--- src/rtl/wb_vid_arbiter.sv ---
// Two-master Wishbone arbiter for the video frame-buffer bus: video reads have priority, CPU gets a bounded slot.
// Grant one edge after request; slave outputs and acks are combinational from state, so no added ack latency.
module wb_vid_arbiter #(
    parameter int AW            = 32,
    parameter int DW            = 32,
    parameter int VID_MAX_BEATS = 16,
    parameter int CPU_MAX_BEATS = 1
) (
    input  logic            i_wb_clk,
    input  logic            i_wb_rst_n,
    input  logic            i_vid_cyc,
    input  logic [AW-1:0]   i_vid_addr,
    output logic            o_vid_ack,
    output logic [DW-1:0]   o_vid_dat,
    input  logic            i_cpu_cyc,
    input  logic            i_cpu_stb,
    input  logic            i_cpu_we,
    input  logic [AW-1:0]   i_cpu_addr,
    input  logic [DW-1:0]   i_cpu_dat,
    input  logic [DW/8-1:0] i_cpu_sel,
    output logic            o_cpu_ack,
    output logic [DW-1:0]   o_cpu_dat,
    output logic            o_wb_cyc,
    output logic            o_wb_stb,
    output logic            o_wb_we,
    output logic [AW-1:0]   o_wb_addr,
    output logic [DW-1:0]   o_wb_dat,
    output logic [DW/8-1:0] o_wb_sel,
    input  logic            i_wb_ack,
    input  logic [DW-1:0]   i_wb_dat,
    output logic [1:0]      o_grant
);

    localparam int MAXB = (VID_MAX_BEATS > CPU_MAX_BEATS) ? VID_MAX_BEATS : CPU_MAX_BEATS;
    localparam int CW   = $clog2(MAXB + 1);
    localparam logic [CW-1:0] VID_LIM = CW'(VID_MAX_BEATS);
    localparam logic [CW-1:0] CPU_LIM = CW'(CPU_MAX_BEATS);

    typedef enum logic [1:0] {
        S_IDLE = 2'b00,
        S_VID  = 2'b01,
        S_CPU  = 2'b10
    } state_t;

    state_t        r_state, w_state_nxt;
    logic [CW-1:0] r_cnt, w_cnt_nxt;
    logic          r_cpu_first, w_cpu_first_nxt;

    assign o_vid_dat = i_wb_dat;
    assign o_cpu_dat = i_wb_dat;

    always_ff @(posedge i_wb_clk or negedge i_wb_rst_n) begin
        if (!i_wb_rst_n) begin
            r_state     <= S_IDLE;
            r_cnt       <= '0;
            r_cpu_first <= 1'b0;
        end else begin
            r_state     <= w_state_nxt;
            r_cnt       <= w_cnt_nxt;
            r_cpu_first <= w_cpu_first_nxt;
        end
    end

    always_comb begin
        w_state_nxt     = r_state;
        w_cnt_nxt       = r_cnt;
        w_cpu_first_nxt = r_cpu_first;
        o_wb_cyc        = 1'b0;
        o_wb_stb        = 1'b0;
        o_wb_we         = 1'b0;
        o_wb_addr       = '0;
        o_wb_dat        = '0;
        o_wb_sel        = '0;
        o_vid_ack       = 1'b0;
        o_cpu_ack       = 1'b0;
        o_grant         = 2'b00;

        case (r_state)
            S_IDLE: begin
                // A late slave ack here is deliberately dropped: no owner.
                if (r_cpu_first && i_cpu_cyc) begin
                    w_state_nxt     = S_CPU;
                    w_cnt_nxt       = '0;
                    w_cpu_first_nxt = 1'b0;
                end else if (i_vid_cyc) begin
                    w_state_nxt = S_VID;
                    w_cnt_nxt   = '0;
                end else if (i_cpu_cyc) begin
                    w_state_nxt     = S_CPU;
                    w_cnt_nxt       = '0;
                    w_cpu_first_nxt = 1'b0;
                end
            end

            S_VID: begin
                o_grant   = 2'b01;
                o_wb_cyc  = i_vid_cyc;
                o_wb_stb  = i_vid_cyc;
                o_wb_addr = i_vid_addr;
                o_wb_sel  = '1;
                o_vid_ack = i_wb_ack & i_vid_cyc;
                if (!i_vid_cyc) begin
                    w_state_nxt = S_IDLE;
                    w_cnt_nxt   = '0;
                end else if (o_vid_ack) begin
                    if (r_cnt < VID_LIM)
                        w_cnt_nxt = r_cnt + CW'(1);
                    // Saturated count means any later ack with the CPU waiting hands over.
                    if (i_cpu_cyc && (r_cnt >= VID_LIM - CW'(1))) begin
                        w_state_nxt     = S_IDLE;
                        w_cnt_nxt       = '0;
                        w_cpu_first_nxt = 1'b1;
                    end
                end
            end

            S_CPU: begin
                o_grant   = 2'b10;
                o_wb_cyc  = i_cpu_cyc;
                o_wb_stb  = i_cpu_stb;
                o_wb_we   = i_cpu_we;
                o_wb_addr = i_cpu_addr;
                o_wb_dat  = i_cpu_dat;
                o_wb_sel  = i_cpu_sel;
                o_cpu_ack = i_wb_ack & i_cpu_cyc & i_cpu_stb;
                if (!i_cpu_cyc) begin
                    w_state_nxt = S_IDLE;
                    w_cnt_nxt   = '0;
                end else if (o_cpu_ack) begin
                    if (r_cnt < CPU_LIM)
                        w_cnt_nxt = r_cnt + CW'(1);
                    if (i_vid_cyc && (r_cnt >= CPU_LIM - CW'(1))) begin
                        w_state_nxt = S_IDLE;
                        w_cnt_nxt   = '0;
                    end
                end
            end

            default: begin
                w_state_nxt = S_IDLE;
                w_cnt_nxt   = '0;
            end
        endcase
    end

endmodule

--- config.mk ---
export PLATFORM = sky130hd
export DESIGN_NAME = wb_vid_arbiter
export DESIGN_NICKNAME = d
export VERILOG_FILES = /design/src/rtl/wb_vid_arbiter.sv
export SDC_FILE = /design/constraint.sdc
export NUM_CORES = 1
export LEC_CHECK = 0
export ABC_AREA = 1
export CAP_MARGIN = 20
export CORE_AREA = 2 2 108 110
export CTS_CLUSTER_DIAMETER = 200
export DETAILED_ROUTE_END_ITERATION = 10
export DIE_AREA = 0 0 110 112
export GPL_TIMING_DRIVEN = 0
export SLEW_MARGIN = 0
export SYNTH_ARGS = -nofsm -noshare
export SYNTH_HDL_FRONTEND = slang
export SYNTH_SLANG_ARGS = --single-unit
--- constraint.sdc ---
create_clock -name i_wb_clk -period 3.6 [get_ports i_wb_clk]
set_input_delay 0.72 -clock i_wb_clk [delete_from_list [all_inputs] [get_ports i_wb_clk]]
set_output_delay 0.72 -clock i_wb_clk [all_outputs]
set_load 0.02 [all_outputs]
After elaboration in Yosys (flattened, before gate mapping)
Index checks and enable logic that the tools add are counted.
- add/sub/neg operators: 1
- order comparisons: 4
- equal/unequal tests: 14
- multiplexer cells: 38
- bitwise operators: 3
- reduce and logical (&&, ||, !) cells: 8
- operator list (kind ; count):
    $pmux 32 s2 ; 1
    $mux 5 ; 11
    $mux 32 ; 1
    $mux 2 ; 9
    $ne 3x3->1 const B ; 6
    $pmux 5 s3 ; 1
    $ne 4x4->1 const B ; 3
    $reduce_and 5->1 ; 2
    $mux 1 ; 9
    $pmux 4 s2 ; 1
    $ne 2x2->1 const B ; 3
    $pmux 1 s2 ; 3
    $pmux 2 s3 ; 1
    $reduce_and 6->1 ; 1
    $add 5x1->5 const B ; 1
    $ge 5x1->1 const B ; 1
    $ge 5x4->1 const B ; 1
    $lt 5x1->1 const B ; 1
    $lt 5x5->1 const B ; 1
    $pmux 2 s2 ; 1
    $and 1x1->1 ; 3
    $logic_and 1x1->1 ; 3
    $eq 2x1->1 const B ; 1
    $eq 2x2->1 const B ; 1
    2 further kinds ; 2
- register bits: 8
- input port bits: 139
- output and inout bits: 139
- word-level logic and storage cells: 71

Longest topological paths before layout
Gate-level depths: netlist (run 1).
- depth in word-level cells: 6
- gate-level depth with buffers: 14
- depth with buffers taken out: 13

Least setup slack after synthesis (run 1)
No wires, ideal clock.
- path type: register to output
- start: reg r_state[0]
- end: out o_wb_stb
- arrival time: 1.679 ns
- required time: 2.880 ns
- setup slack: 1.201 ns
- stages on the path, launching flop included: 7
- buffers on the path: 2
- path through: dfrtp_1 -> inv_1 -> ha_1 -> buf_2 -> clkbuf_1 -> nand2_1 -> a21oi_1
- cells in the longest elaborated chain, start to end: 2
- elaborated cells between the ends (all ways): 3
- those cells by class: 2 x eq/ne; 1 x mux
- ends and longest elaborated chain (item ; RTL line ; RTL):
    start: declaration ; 45 ; state_t r_state, w_state_nxt;
    start signal: assignment ; 58 ; r_state <= w_state_nxt;
    $eq 2x2->1 / $eq 2x1->1 (equally long branches) ; 78 ; case (r_state)
    $pmux 1 s2 * ; 78 ;
    end: declaration ; 24 ; output logic o_wb_stb,
Every way passes the cells marked *; elsewhere a longest branch is shown, timed or not.

Final worst setup path (run 1)
- start: reg r_state[1]
- end: out o_wb_addr[10]
- cells in the longest elaborated chain, start to end: 2
- elaborated cells between the ends (all ways): 3
- those cells by class: 2 x eq/ne; 1 x mux
- ends and longest elaborated chain (item ; RTL line ; RTL):
    $eq 2x2->1 / $eq 2x1->1 (equally long branches) ; 78 ;
    $pmux 32 s2 * ; 78 ;
    end: declaration ; 26 ; output logic [AW-1:0] o_wb_addr,
Marked as above.

==> impl_metrics.env, run 1 <==
export IMPL_hold_class="register to register"
export IMPL_synth_seq_cells=8
export IMPL_critPathKind="register to output port"
export IMPL_worst_pin_slew_ps=663
export IMPL_slew_viol_final=0
export IMPL_fin_crit_sh_pct=92.9
export IMPL_num_nets_final=739
export IMPL_yosys_top_cells_area="nand2_1 27%, buf_4 26%, dfrtp_1 11%"
export IMPL_nFillCells=1153
export IMPL_r2r_cells=13
export IMPL_vias=2888
export IMPL_num_rows=39
export IMPL_place_gp_congestion=0.794
export IMPL_critPathMaxFanout=10
export IMPL_final_util_pct=41.0
export IMPL_p_leak_nw=2.11
export IMPL_core_area_mm2=0.0112
export IMPL_drc=0
export IMPL_multi_input_area_um2=953
export IMPL_diodes=0
export IMPL_path_cells="inv_1, ha_1, buf_2, buf_1, nand2_1, a21oi_1, clkdlybuf4s50_1"
export IMPL_tns_ps=0
export IMPL_post_cts_buffers=0
export IMPL_seq_area_frac_synth_pct=10.7
export IMPL_grt_pass1_wl_um=13900
export IMPL_holdPathStages=2
export IMPL_cp_data_required_time_ps=2880
export IMPL_routedWlPerCell_um=13.2
export IMPL_fp_dieH_um=112
export IMPL_peakVddDrop_mv=0.185
export IMPL_finalNonFillerCells=736
export IMPL_grt_setup_unrepaired="false"
export IMPL_overflow=0
export IMPL_hpwl_um=8440
export IMPL_clock_sinks=8
export IMPL_reg2reg_slack_ps=1880
export IMPL_ant_nets=0
export IMPL_crit_slowest_cell="clkdlybuf4s50_1"
export IMPL_die_area_mm2=0.0123
export IMPL_critical_path_max_stage_delay_ps=640
export IMPL_synth_top_cell_area_share_pct=27.4
export IMPL_postRouteWirelength_um=9680
export IMPL_worstSkewPairLatency_ps=240
export IMPL_cts_inserted_buffers=3
export IMPL_start_util_pct=16.8
export IMPL_clock_skew_ps=3.70
export IMPL_fin_crit_ps=3340
export IMPL_track_usage_pct=14.6
export IMPL_drive_above_1_share_pct=13.8
export IMPL_synth_area_leader_cell="nand2_1"
export IMPL_finalPower_mw=2.01
export IMPL_drt_first_pass_iters=4
export IMPL_status="completed"
export IMPL_maxCapViolCount=0
export IMPL_arrival_ps=2620
export IMPL_yosysWarnings=0
export IMPL_num_io_pins=278
export IMPL_cts_tree="built"
export IMPL_max_freq_mhz=299
export IMPL_syn2layout_area_growth_pct=144
export IMPL_whs_ps=510
export IMPL_endpoint_kind="output port"
export IMPL_post_cts_resized=0
export IMPL_htree_levels=1
export IMPL_grt_pass1_vias=2856
export IMPL_io_buffer_count=245
export IMPL_relSlewSlack_pct=55.8
export IMPL_drt_initial_drc_count=95
export IMPL_yosys_cell_types_count=23
export IMPL_cts_max_path_buffers=2
export IMPL_fp_dieW_um=110
export IMPL_register_area_um2=200
export IMPL_startpoint_type="register"
export IMPL_dp_cells=733
export IMPL_setup_viol=0
export IMPL_synth_cells=345
export IMPL_netlist_area_mm2=0.00188
export IMPL_root_buffer="clkbuf_16"
export IMPL_vias_per_cell=3.92
export IMPL_timing_hold_violations_final=0
export IMPL_path_clk_slew_ps=40
export IMPL_cts_hold_buffers=0
export IMPL_powerDensity_mw_per_mm2=439
export IMPL_grt_start_max_net_pins=11
export IMPL_syn_num_nets=489
export IMPL_syn_avg_cell_area_um2=5.45
export IMPL_antenna_found_initial=0
synthesized netlist by cell type (all sizes together):
cell / count
nor2: 10
nand2: 142
a21oi: 40
nand3: 4
xnor2: 1
clkbuf: 9
ha: 5
o211ai: 2
dfrtp: 8
o21ai: 2
buf: 72
nor3: 1
o22a: 1
nand4: 1
inv: 46
nand3b: 1
where the power goes:
| group | total, mW | switching [mW] | internal [mW] | leakage, nW |
|---|---|---|---|---|
| combinational | 1.70 | 0.966 | 0.739 | 1.96 |
| clock | 0.192 | 0.0482 | 0.144 | 0.0370 |
| sequential | 0.115 | 0.0118 | 0.103 | 0.109 |
path summary, 6_finish.rpt:
path | start | endpoint
worst max-delay path | r_state[1] | o_wb_addr[10]
worst min-delay path | r_cnt[3] | r_cnt[3]
worst max register to register | r_cnt[0] | r_cnt[0]
worst min register to register | r_cnt[3] | r_cnt[3]
max in group asynchronous | i_wb_rst_n | r_cnt[2]
min in group asynchronous | i_wb_rst_n | r_cpu_first
cell families (layout without fill, tap and decap cells):
family / count (synthesis) / after routing / synth area share [%]
fa+ha+maj: 5 / 5 / 3.33
flops: 8 / 8 / 10.7
compound gates: 45 / 45 / 13.3
xor+xnor: 1 / 1 / 0.466
buf+inv: 127 / 375 / 38.6
simple gates: 159 / 159 / 33.6
critical path, delay by kind of cell, from the launching register on:
kind	cells	cell delay [ps]
buffers and inverters	4	1500
flip-flops	1	390
adder cells (fa/ha/maj)	1	170
AO/OA/AOI/OAI	1	170
AND/OR/NAND/NOR	1	150
area by class of cell:
class	count	area share, %
Inverter	46	3.77
Tap cell	143	3.90
Clock buffer	3	1.64
Multi-Input combinational cell	210	20.8
Timing Repair Buffer	245	53.5
Sequential cell	8	4.37
Buffer	81	12.1
layout by cell type, fill, tap and decap left out:
master,count
buf_4,65
a21oi_1,39
xnor2_1,1
nor3_1,1
buf_1,3
ha_1,5
dfrtp_1,8
clkbuf_16,3
nand2_4,2
nand3b_1,1
nand4_1,1
nand2_1,137
buf_2,4
o211ai_2,1
o22a_1,1
a21oi_4,1
nand3_1,4
inv_1,43
clkbuf_1,9
nor2_1,10
inv_2,3
clkdlybuf4s50_1,245
o21ai_1,2
nand2_2,3
o211ai_1,1
flip-flops by register name, summed over array words and instances (netlist names):
name,flops
r_cnt,5
r_state,2
r_cpu_first,1
layer usage:
layer	global-route usage, %	wire, µm	vias to the layer above
li1	-	-	1470
met1	14.6	3380	1238
met3	3.92	1090	8
met4	3.12	96	0
met2	29.0	5110	172
met5	0	0	-
per-stage QoR:
step / worst slack [ps] / instance area, µm²
3_3_place_gp: 522 / 4510
6_report: 257 / 4590
3_5_place_dp: 466 / 4510
4_1_cts: 212 / 4590
5_1_grt: 36.4 / 4590
2_1_floorplan: 1200 / 1880
Power figures use the tool's default switching activity.
==> run 2: changes to the inputs <==
- HOLD_SLACK_MARGIN: unset -> 0.08
==> results of run 2 <==
Same layout as run 1: the final DEF is identical, and so are final timing and power.
